## src/rtl/qos_pkg.sv

```systemverilog
// -----------------------------------------------------------------------------
// qos_pkg
// Shared definitions for the QoS egress merger: lane count, default word and
// weight widths, the arbiter state encoding and a lane-to-strobe helper.
// -----------------------------------------------------------------------------
package qos_pkg;

  localparam int NUM_LANES        = 4;
  localparam int LANE_W           = 2;
  localparam int QOS_DATA_WIDTH   = 12;
  localparam int QOS_WEIGHT_WIDTH = 4;
  localparam int STAT_W           = 8;

  typedef enum logic [1:0] {
    ST_INIT   = 2'd0,
    ST_IDLE   = 2'd1,
    ST_ACTIVE = 2'd2
  } arb_state_e;

  // One-hot pop strobe vector for a lane index.
  function automatic logic [NUM_LANES-1:0] lane_onehot(input logic [LANE_W-1:0] lane);
    lane_onehot       = '0;
    lane_onehot[lane] = 1'b1;
  endfunction

endpackage

```

## src/rtl/qos_merger_buf.sv

```systemverilog
// -----------------------------------------------------------------------------
// qos_merger_buf
// Two-entry output FIFO feeding the link transmitter. A push and a pop in the
// same cycle are legal at any occupancy, including full (the slot being read
// out is the one overwritten).
//
// Ports:
//   clk, reset      clock, asynchronous active-high reset
//   push_i          write push_data_i at the end of this cycle
//   push_data_i     word to write
//   pop_i           head consumed this cycle (caller guarantees valid_o)
//   data_o          head entry
//   valid_o         buffer holds at least one word
//   occ_o           occupancy, 0..2
// -----------------------------------------------------------------------------
module qos_merger_buf #(
  parameter int WIDTH = 12
) (
  input  logic             clk,
  input  logic             reset,
  input  logic             push_i,
  input  logic [WIDTH-1:0] push_data_i,
  input  logic             pop_i,
  output logic [WIDTH-1:0] data_o,
  output logic             valid_o,
  output logic [1:0]       occ_o
);

  logic [WIDTH-1:0] mem_q [2];
  logic             wr_ptr_q;
  logic             rd_ptr_q;
  logic [1:0]       occ_q;
  logic [1:0]       occ_d;

  // NOTE: every output of a combinational block gets a default first, so no
  // path leaves it unassigned and no latch is inferred.
  always_comb begin
    occ_d = occ_q;
    case ({push_i, pop_i})
      2'b10:   occ_d = occ_q + 2'd1;
      2'b01:   occ_d = occ_q - 2'd1;
      default: occ_d = occ_q;
    endcase
  end

  // NOTE: state is updated with non-blocking assignments so every flop sees
  // the pre-edge values of its neighbours.
  always_ff @(posedge clk or posedge reset) begin
    if (reset) begin
      // NOTE: the storage is reset because the head entry drives data_out,
      // which must read zero out of reset; a deeper RAM would not be.
      mem_q[0] <= '0;
      mem_q[1] <= '0;
      wr_ptr_q <= 1'b0;
      rd_ptr_q <= 1'b0;
      occ_q    <= 2'd0;
    end else begin
      if (push_i) begin
        mem_q[wr_ptr_q] <= push_data_i;
        wr_ptr_q        <= ~wr_ptr_q;
      end
      if (pop_i) begin
        rd_ptr_q <= ~rd_ptr_q;
      end
      occ_q <= occ_d;
    end
  end

  assign data_o  = mem_q[rd_ptr_q];
  assign valid_o = (occ_q != 2'd0);
  assign occ_o   = occ_q;

endmodule

```

## src/rtl/qos_egress_merger.sv

```systemverilog
// -----------------------------------------------------------------------------
// qos_egress_merger
// Drains the four per-class egress FIFOs with weighted round-robin and merges
// them into one valid/ready stream. Pops are credit-limited so the 2-entry
// output buffer never overflows and no word is lost.
//
// Ports:
//   clk, reset             clock, asynchronous active-high reset
//   init                   weights sampled while high; no pops
//   weight0..3             burst length per grant, 0 disables the lane
//   fifo_empty[3:0]        per-lane FIFO empty flags
//   fifo_dataout0..3       FIFO read data, valid the cycle after the pop
//   popBP0..3              pop strobes, at most one high per cycle
//   ready_in               downstream accepts data_out
//   valid_out, data_out    output stream head
//   idle_out               nothing buffered, nothing in flight, no work
//   stat_idx, stat_count   (QOS_MERGER_STATS_EN only) per-lane delivered count
//
// Build option: define QOS_MERGER_STATS_EN to add the delivery counters.
// -----------------------------------------------------------------------------
module qos_egress_merger
  import qos_pkg::*;
#(
  parameter int DATA_WIDTH   = QOS_DATA_WIDTH,
  parameter int WEIGHT_WIDTH = QOS_WEIGHT_WIDTH
) (
  input  logic                    clk,
  input  logic                    reset,
  input  logic                    init,
  input  logic [WEIGHT_WIDTH-1:0] weight0,
  input  logic [WEIGHT_WIDTH-1:0] weight1,
  input  logic [WEIGHT_WIDTH-1:0] weight2,
  input  logic [WEIGHT_WIDTH-1:0] weight3,
  input  logic [NUM_LANES-1:0]    fifo_empty,
  input  logic [DATA_WIDTH-1:0]   fifo_dataout0,
  input  logic [DATA_WIDTH-1:0]   fifo_dataout1,
  input  logic [DATA_WIDTH-1:0]   fifo_dataout2,
  input  logic [DATA_WIDTH-1:0]   fifo_dataout3,
  output logic                    popBP0,
  output logic                    popBP1,
  output logic                    popBP2,
  output logic                    popBP3,
  input  logic                    ready_in,
`ifdef QOS_MERGER_STATS_EN
  input  logic [LANE_W-1:0]       stat_idx,
  output logic [STAT_W-1:0]       stat_count,
`endif
  output logic                    valid_out,
  output logic [DATA_WIDTH-1:0]   data_out,
  output logic                    idle_out
);

`ifdef QOS_MERGER_STATS_EN
  // Each buffered word carries its source lane so delivery can be attributed.
  localparam int BUF_W = DATA_WIDTH + LANE_W;
`else
  localparam int BUF_W = DATA_WIDTH;
`endif

  logic [WEIGHT_WIDTH-1:0] weight_in [NUM_LANES];
  logic [DATA_WIDTH-1:0]   lane_data [NUM_LANES];

  assign weight_in = '{weight0, weight1, weight2, weight3};
  assign lane_data = '{fifo_dataout0, fifo_dataout1, fifo_dataout2, fifo_dataout3};

  // Arbiter state
  arb_state_e              state_q;
  logic [WEIGHT_WIDTH-1:0] weight_q [NUM_LANES];
  logic [LANE_W-1:0]       ptr_q;
  logic [WEIGHT_WIDTH-1:0] burst_q;
  logic                    inflight_q;
  logic [LANE_W-1:0]       inflight_lane_q;

  // Buffer interface
  logic [BUF_W-1:0] push_word;
  logic [BUF_W-1:0] buf_word;
  logic [1:0]       occ;
  logic             deq;

  // Arbitration
  logic [NUM_LANES-1:0]    lane_ok;
  logic [WEIGHT_WIDTH-1:0] burst_eff;
  logic [LANE_W-1:0]       sel_lane;
  logic                    sel_valid;
  logic                    sel_fresh;
  logic [LANE_W-1:0]       idx;
  logic [2:0]              committed;
  logic                    credit_ok;
  logic                    pop;
  logic [NUM_LANES-1:0]    pop_vec;

  always_comb begin
    lane_ok = '0;
    for (int k = 0; k < NUM_LANES; k++) begin
      lane_ok[k] = !fifo_empty[k] && (weight_q[k] != '0);
    end
  end

  // A lane resuming after IDLE or INIT starts a fresh burst.
  assign burst_eff = (state_q == ST_ACTIVE) ? burst_q : '0;

  // Keep the granted lane while its burst lasts; otherwise hand the grant to
  // the next ready lane after the pointer (the pointer itself last), in the
  // same cycle, so a lane switch costs no bubble.
  always_comb begin
    sel_lane  = ptr_q;
    sel_valid = 1'b0;
    sel_fresh = 1'b0;
    idx       = '0;
    if (lane_ok[ptr_q] && (burst_eff < weight_q[ptr_q])) begin
      sel_valid = 1'b1;
    end else begin
      for (int i = 1; i <= NUM_LANES; i++) begin
        idx = ptr_q + LANE_W'(i);
        if (!sel_valid && lane_ok[idx]) begin
          sel_valid = 1'b1;
          sel_fresh = 1'b1;
          sel_lane  = idx;
        end
      end
    end
  end

  // Credit: words already buffered or in flight, less the one leaving now,
  // must leave room for the word this pop will deliver.
  assign deq       = valid_out & ready_in;
  assign committed = 3'(occ) + 3'(inflight_q);
  assign credit_ok = committed < (3'd2 + 3'(deq));
  assign pop       = !reset && !init && sel_valid && credit_ok;
  assign pop_vec   = pop ? lane_onehot(sel_lane) : '0;

  assign popBP0 = pop_vec[0];
  assign popBP1 = pop_vec[1];
  assign popBP2 = pop_vec[2];
  assign popBP3 = pop_vec[3];

  always_ff @(posedge clk or posedge reset) begin
    if (reset) begin
      state_q         <= ST_IDLE;
      weight_q        <= '{default: WEIGHT_WIDTH'(1)};
      ptr_q           <= '0;
      burst_q         <= '0;
      inflight_q      <= 1'b0;
      inflight_lane_q <= '0;
    end else begin
      inflight_q      <= pop;
      inflight_lane_q <= sel_lane;
      if (init) begin
        state_q  <= ST_INIT;
        weight_q <= weight_in;
        ptr_q    <= '0;
        burst_q  <= '0;
      end else begin
        state_q <= sel_valid ? ST_ACTIVE : ST_IDLE;
        if (pop) begin
          ptr_q   <= sel_lane;
          burst_q <= sel_fresh ? WEIGHT_WIDTH'(1) : burst_eff + WEIGHT_WIDTH'(1);
        end else begin
          burst_q <= burst_eff;
        end
      end
    end
  end

`ifdef QOS_MERGER_STATS_EN
  assign push_word = {inflight_lane_q, lane_data[inflight_lane_q]};
`else
  assign push_word = lane_data[inflight_lane_q];
`endif

  qos_merger_buf #(
    .WIDTH (BUF_W)
  ) u_buf (
    .clk         (clk),
    .reset       (reset),
    .push_i      (inflight_q),
    .push_data_i (push_word),
    .pop_i       (deq),
    .data_o      (buf_word),
    .valid_o     (valid_out),
    .occ_o       (occ)
  );

  assign data_out = buf_word[DATA_WIDTH-1:0];
  assign idle_out = (occ == 2'd0) && !inflight_q && !(|lane_ok);

`ifdef QOS_MERGER_STATS_EN
  logic [STAT_W-1:0] stat_q [NUM_LANES];
  logic [LANE_W-1:0] head_lane;

  assign head_lane = buf_word[DATA_WIDTH +: LANE_W];

  always_ff @(posedge clk or posedge reset) begin
    if (reset) begin
      stat_q <= '{default: '0};
    end else if (init) begin
      stat_q <= '{default: '0};
    end else if (deq && (stat_q[head_lane] != '1)) begin
      stat_q[head_lane] <= stat_q[head_lane] + STAT_W'(1);
    end
  end

  assign stat_count = stat_q[stat_idx];
`endif

endmodule

```

## config.mk

```make
export PLATFORM = sky130hd
export DESIGN_NAME = qos_egress_merger
export DESIGN_NICKNAME = d
export VERILOG_FILES = /design/src/rtl/qos_pkg.sv /design/src/rtl/qos_merger_buf.sv /design/src/rtl/qos_egress_merger.sv
export SDC_FILE = /design/constraint.sdc
export NUM_CORES = 1
export LEC_CHECK = 0
export ABC_AREA = 0
export CELL_PAD_IN_SITES_DETAIL_PLACEMENT = 1
export CELL_PAD_IN_SITES_GLOBAL_PLACEMENT = 2
export CORE_MARGIN = 8
export CORE_UTILIZATION = 31
export CTS_CLUSTER_SIZE = 10
export DETAILED_ROUTE_END_ITERATION = 10
export GPL_TIMING_DRIVEN = 0
export HOLD_SLACK_MARGIN = 0.12
export PLACE_DENSITY = 0.82
export SYNTH_ARGS = -nofsm -noshare
export SYNTH_HDL_FRONTEND = slang
export SYNTH_SLANG_ARGS = --single-unit
```

## constraint.sdc

```tcl
create_clock -name clk -period 3.1 [get_ports clk]
set_input_delay 0.31 -clock clk [delete_from_list [all_inputs] [get_ports clk]]
set_output_delay 0.31 -clock clk [all_outputs]
set_load 0.01 [all_outputs]
```

### Yosys cells after proc, flatten, opt, wreduce, memory -nomap -nowiden

Index checks and enable logic that the tools add are counted.

| word-level totals | value |
|---|---|
| register bits after elaboration | 55 |
| input port bits | 72 |
| logic and storage cells | 129 |

| operators by class | value |
|---|---|
| bitwise operators | 7 |
| reductions and logical operators | 35 |
| equality and inequality tests | 3 |
| $add $sub $neg | 8 |
| multiplexer cells | 49 |
| order comparisons | 13 |

Operator list:

| cell | count |
|---|---|
| two-way mux 12 bit | 6 |
| two-way mux 4 bit | 7 |
| binary-select mux 12 bit (select 2 bit) | 1 |
| bitwise mux 24 bit | 1 |
| two-way mux 2 bit | 9 |
| two-way mux 1 bit | 17 |
| nonzero test 4 bit | 4 |
| logical AND 1 bit | 15 |
| less-than comparator 2 x 3 -> 1 bit, second input constant | 5 |
| demux 12 bit (select 1 bit) | 1 |
| zero test 1 bit | 11 |
| binary-select mux 1 bit (select 2 bit) | 4 |
| binary-select mux 4 bit (select 2 bit) | 1 |
| >= comparator 3 bit, second input constant | 2 |
| NOT 2 -> 3 bit | 2 |
| nonzero test 2 bit | 3 |
| adder 2 x 1 -> 2 bit, second input constant | 2 |
| adder 2 bit, second input constant | 2 |
| adder 4 x 1 -> 4 bit, second input constant | 1 |
| == test 2 bit, second input constant | 2 |
| >= comparator 2 bit, second input constant | 2 |
| less-than comparator 4 bit | 1 |
| NOT 1 -> 2 bit | 2 |
| one-hot mux 2 bit (2 select lines) | 1 |
| 12 further kinds | 13 |

### Longest topological paths before layout

| logic depth | value |
|---|---|
| word-level depth | 24 |
| mapped depth | 12 |
| mapped depth without buffers | 11 |

### Modules after synthesis

Synthesis repeated with hierarchy kept, for this count alone.

| second synthesis, totals | value |
|---|---|
| cell total of the unflattened synthesis | 261 |
| area, all modules | 3339.5 um^2 |

Modules (own cells, without submodules):

| module | area an instance (um^2) | instances | cells an instance |
|---|---|---|---|
| qos_egress_merger | 2077.0 | 1 | 182 |
| qos_merger_buf | 1262.5 | 1 | 79 |

### Worst setup path before layout

OpenSTA, ideal clock, no wires.

| timing path | value |
|---|---|
| path kind | reg-to-output |
| start point | register ptr_q[0] |
| end point | output popBP2 |
| cell stages (with the launch flop) | 12 |
| path buffers | 1 |
| path slack | 201 ps |
| arrival time | 2589 ps |
| path through | dfrtp_1 -> clkbuf_1 -> mux4_1 -> inv_1 -> ha_1 -> a21oi_1 -> nand4bb_1 -> nand2_1 -> a211oi_2 -> xnor2_1 -> or3_1 -> nor2b_1 |

| on the way | value |
|---|---|
| longest elaborated chain between the ends | 22 |
| elaborated cells between the ends (all ways) | 44 |
| those cells by class | add/sub: 3; order compare: 3; mux: 27; bitwise: 1; reduce/logical: 10 |

RTL lines:

| what | RTL line | source |
|---|---|---|
| start, declared | qos_egress_merger.sv:69 | `logic [LANE_W-1:0] ptr_q;` |
| start signal, assigned | qos_egress_merger.sv:156 | `ptr_q <= sel_lane;` |
| adder 2 x 1 -> 2 bit | qos_egress_merger.sv:114 | `idx = ptr_q + LANE_W'(i);` |
| binary-select mux 1 bit (select 2 bit) | qos_egress_merger.sv:115 | `if (!sel_valid && lane_ok[idx]) begin` |
| two-way mux 1 bit (implied by the code) | qos_egress_merger.sv:115 |  |
| two-way mux 1 bit | qos_egress_merger.sv:115 |  |
| two-way mux 1 bit | qos_egress_merger.sv:110 | `if (lane_ok[ptr_q] && (burst_eff < weight_q[ptr_q])) begin` |
| zero test 1 bit | qos_egress_merger.sv:115 |  |
| logical AND 1 bit | qos_egress_merger.sv:115 |  |
| two-way mux 1 bit | qos_egress_merger.sv:115 |  |
| (+7 left out) | -- |  |
| two-way mux 2 bit | qos_egress_merger.sv:115 |  |
| two-way mux 2 bit (*) | qos_egress_merger.sv:110 |  |
| via sel_lane[0] | qos_egress_merger.sv:83 | `logic [LANE_W-1:0] sel_lane;` |
| less-than comparator 2 x 3 -> 1 bit (implied by the code) or >= comparator 2 x 1 -> 1 bit (tied branches) | qos_pkg.sv:23 | `lane_onehot[lane] = 1'b1;` |
| logical AND 1 bit (implied by the code) | qos_pkg.sv:23 |  |
| two-way mux 1 bit (implied by the code) | qos_pkg.sv:23 |  |
| demux 1 bit (select 2 bit) (*) | qos_pkg.sv:23 |  |
| two-way mux 4 bit (*) | qos_egress_merger.sv:130 | `assign pop_vec = pop ? lane_onehot(sel_lane) : '0;` |
| end, declared | qos_egress_merger.sv:41 | `output logic popBP2,` |

Mark *: on every way through the listed nets, which the timed path passes. The rest lies on a longest branch. The select of a mux whose other input is x is not followed.

### Final worst setup path

Ends and elaborated chain as after synthesis.

==> summary.md <==
| Metric | Value |
|---|---|
| Status | finished, violations left |
| Failing checks | setup timing |
| Mean cell area of the mapped netlist | 12.7 µm² |
| Hold WC Path Type | in -> async |
| Combinational share of power | 0.518 |
| Final critical delay including setup and external delays | 3.16 ns |
| Via count | 2,438 |
| CTS hold repair buffers | 0 |
| Area fraction in and, or, nand and nor cells after synthesis | 0.115 |
| PD cells | 698 nW/µm² |
| Initial antenna violation count | 0 |
| Worst path max stage delay | 0.53 ns |
| Share of the synthesized area in the top cell type | 0.398 |
| Maximum buffer depth of the clock tree | 2 |
| Placed insts | 469 |
| Number of port buffers | 88 |
| Main synth FF type | dfrtp_1 |
| Multiplexer share of the synthesized area | 0.313 |
| Final Power | 0.00320 W |
| Starting density of the core | 0.320 |
| Number of diodes added for antenna fixing | 0 |
| Worst setup path startpoint | ptr_q[0] |
| Number of global-route vias before repair | 2,686 |
| GRT Resource Usage Total | 0.135 |
| First-iteration detailed-routing DRC count | 72 |
| Cell at the root of the clock tree | clkbuf_8 |
| Routed wire length | 9100 µm |
| Number of clock sinks | 55 |
| Startpoint types | register |
| Internal power of the cells | 0.00212 W |
| Worst path top cell family by delay | simple AND/OR/NAND/NOR gates |
| Total standard cell area after synthesis | 3150 µm² |
| WHS | 0.333 ns |
| Layout Skew | 0.00863 ns |
| Max frequency | 317 MHz |
| Final routed wire length divided by cell count | 18.4 µm |
| Synth Warn # | 0 |
| Number of nets with antenna violations after routing | 0 |
| XOR/XNOR Fraction of Synth Area | 0.0195 |
| Number of levels in the clock H-tree | 2 |
| IR Drop Worst-Case VDD | 0.427 mV |
| Layout area overhead | 45.6% |
| Share of power burned in registers | 0.352 |
| Area inside the core boundary | 9820 µm² |
| Transition time of the tightest slew-check pin | 0.830 ns |
| Share of synthesized cell area in full adder, half adder and majority cells | 0.0278 |
| Main combinational cell family by area after synthesis | multiplexers |
| Clock power frac | 0.130 |
| Number of violations of the max-capacitance limit | 0 |
| Number of standard-cell rows in the floorplan | 36 |
| Largest net degree at the start of global routing | 42 |
| Boundary pin count | 90 |
| Net load switching power | 0.00108 W |
| Post-synth net total | 326 |
| Cell Area, Placed | 4210 µm² |
| Setup Viol. Count Final | 2 |
| Count of unique library cells instantiated by Yosys | 46 |
| Number of synthesized flops with an enable pin | 0 |
| Worst setup path class | reg -> out |
| Clock insertion delay at the later pin of the skew report | 0.30 ns |
| Fraction of the yosys area taken by sequential cells | 0.439 |
| Number of remaining DRC errors | 0 |
| Wire length of the first global-routing pass | 14,400 µm |
| Grt ovf | 0 |
| Count of TritonRoute iterations in the first routing pass | 4 |
| Die X | 117 µm |
| Final std cells w/o fill | 494 |
| Post-synthesis sequential element count | 55 |
| Filler Cell Count | 1,074 |
| Final std cell area, no fill | 4580 µm² |
| Via density per instance | 4.94 |
| Pins Over Slew Limit | 0 |
| Setup slack after layout | -0.0550 ns |
| Final Hold Fails | 0 |
| Clock slew seen by the registers of the worst setup and hold paths | 0.10 ns |
| Clock buffer count from CTS | 5 |
| Share of synthesized flip-flops with an asynchronous set or reset | 1.00 |
| Top cell type by total area after synthesis | dfrtp_1 |
| Combined flip-flop and latch cell area | 1380 µm² |
| Fraction of final layout cells with drive strength greater than 1 | 0.385 |
| Switching Share | 0.337 |
| Net count reported at finish | 439 |
| Leakage power | 1.84 nW |
| Fraction of the mapped netlist area in compound gates | 0.0584 |
| Post-route setup TNS | -0.0915 ns |
| Unrepaired setup endpoints after global routing | yes |
| Vert. Die Dim | 117 µm |
| R2r startpoint | ptr_q[1] |
| Area of the multi-input gates | 1810 µm² |
| Endpoint kind of the worst setup timing path | primary output |
| Critical Path Fanout Max | 4 |
| Period utilisation layout | 1.02 |
| Clock tree from TritonCTS | done |
| Routability congestion estimate from global placement | 0.738 |
| Total half-perimeter wirelength after legalization and detailed placement | 6950 µm |
| Required arrival time at the worst endpoint | 2.79 ns |
| Cell-by-cell trace of the critical path | mux4_2 > inv_2 > ha_4 > a21oi_4 > nand4bb_1 > nand2_2 > a211oi_4 > xnor2_2 > or3_4 > nor2b_1 > buf_2 |
| Highest-delay cell along the critical path | mux4_2 |
| Count of buffer and inverter cells on the critical path | 2 |
| Number of instances in the synthesized netlist | 247 |
| Largest cells by area after synthesis | dfrtp_1 (40%), mux2_2 (19%), mux4_2 (11%) |
| Die ar. | 13,600 µm² |
| Headroom to the max-slew limit | 0.446 |
| Data arrival time of the critical path | 2.85 ns |
cell type report:
type                    instances  share of cell area
repair buffers                107               0.224
multi-input cells             170               0.396
flip-flops and latches         55               0.302
plain buffers                  11              0.0131
well taps                     133              0.0363
inverters                      10             0.00819
clock inverters                 1             0.00191
clock buffers                   7              0.0188
path summary, 6_finish.rpt:
| check | cells past startpoint | endpoint | slack, ns |
|---|---|---|---|
| min reg2reg | 1 | u_buf.wr_ptr_q | 0.50 |
| min in group clk | 1 | u_buf.wr_ptr_q | 0.50 |
| max in group asynchronous | 3 | weight_q[12] | 2.17 |
| max reg2reg | 14 | ptr_q[0] | 0.31 |
| max | 11 | popBP2 | -0.06 |
| min | 2 | weight_q[11] | 0.33 |
cell families (layout without fill, tap and decap cells):
family,Yosys count,in the layout
AOI/OAI and AO/OA,27,27
xor gates and xnor gates,7,7
adders and majority gates,7,7
buffers and inverters,22,136
DFF,55,55
muxes,70,70
and+or+nand+nor,59,59
routing by layer:
metal  global-route usage  vias to the layer above  wire (µm)
met5                    0                        -          0
met4               0.0265                        0         58
met3               0.0217                        4        237
met2                0.247                       38       4930
met1                0.163                     1247       3880
li1                     -                     1149          -
flip-flops by register name, indices dropped and copies added, names as in the netlist, 2 cells and up:
register and cells:
inflight_lane_q 2, ptr_q 2, state_q 2, weight_q 16, burst_q 4, u_buf.mem_q 24
u_buf.occ_o 2
layout by cell type (no fill, tap or decap), drive strengths merged, types with 2 or more instances in the layout:
cell,synthesis,layout
nor3,2,2
nor2,15,15
o21bai,2,2
o21ai,6,6
and3,3,3
buf,5,28
nor2b,4,4
or4,3,3
mux2,53,53
nand2,14,14
dfstp,5,5
xnor2,5,5
dfrtp,50,50
a211oi,2,2
nor4,6,6
ha,7,7
inv,10,11
xor2,2,2
mux4,17,17
clkbuf,7,13
or3,4,4
a21oi,7,7
nand3,3,3
clkdlybuf4s50,0,84
synth_stat cells (2+ instances only):
master and instances:
mux2_2 53, dfrtp_1 50, mux4_2 16, nand2_1 14, nor2_1 13, inv_1 10
a21oi_1 7, clkbuf_1 7, ha_1 7, o21ai_0 6, dfstp_2 5, xnor2_1 5
nor2b_1 4, or3_1 4, buf_1 3, nand3_1 3, nor4_4 3, and3_1 2
buf_2 2, nor2_2 2, nor3_1 2, nor4_1 2, o21bai_1 2, or4_1 2
xor2_1 2
power by group through the flow:
| stage | logic (W) | clock network, W | registers, W |
|---|---|---|---|
| after floorplan | 0.000940 | 0 | 0.00108 |
| after global placement | 0.00147 | 0 | 0.00112 |
| after detailed placement | 0.00150 | 0 | 0.00114 |
| after CTS | 0.00163 | 0.000433 | 0.00113 |
| after global routing | 0.00179 | 0.000459 | 0.00117 |
| final | 0.00166 | 0.000418 | 0.00113 |
repair_timing:
| action | in CTS | in global routing |
|---|---|---|
| pin swaps | 7 | 5 |
| endpoints found under the setup margin | 4 | 5 |
| resized for setup | 40 | 18 |
| setup buffers | 13 | 5 |
metrics by stage:
step | setup slack (ns) | utilization
detailed placement | -0.645 | 0.429
finish | -0.0550 | 0.467
floorplan | 0.201 | -
CTS | -0.0754 | 0.456
global route | -0.209 | 0.467
global placement | -0.596 | 0.427
(Power assumes the default switching activity.)
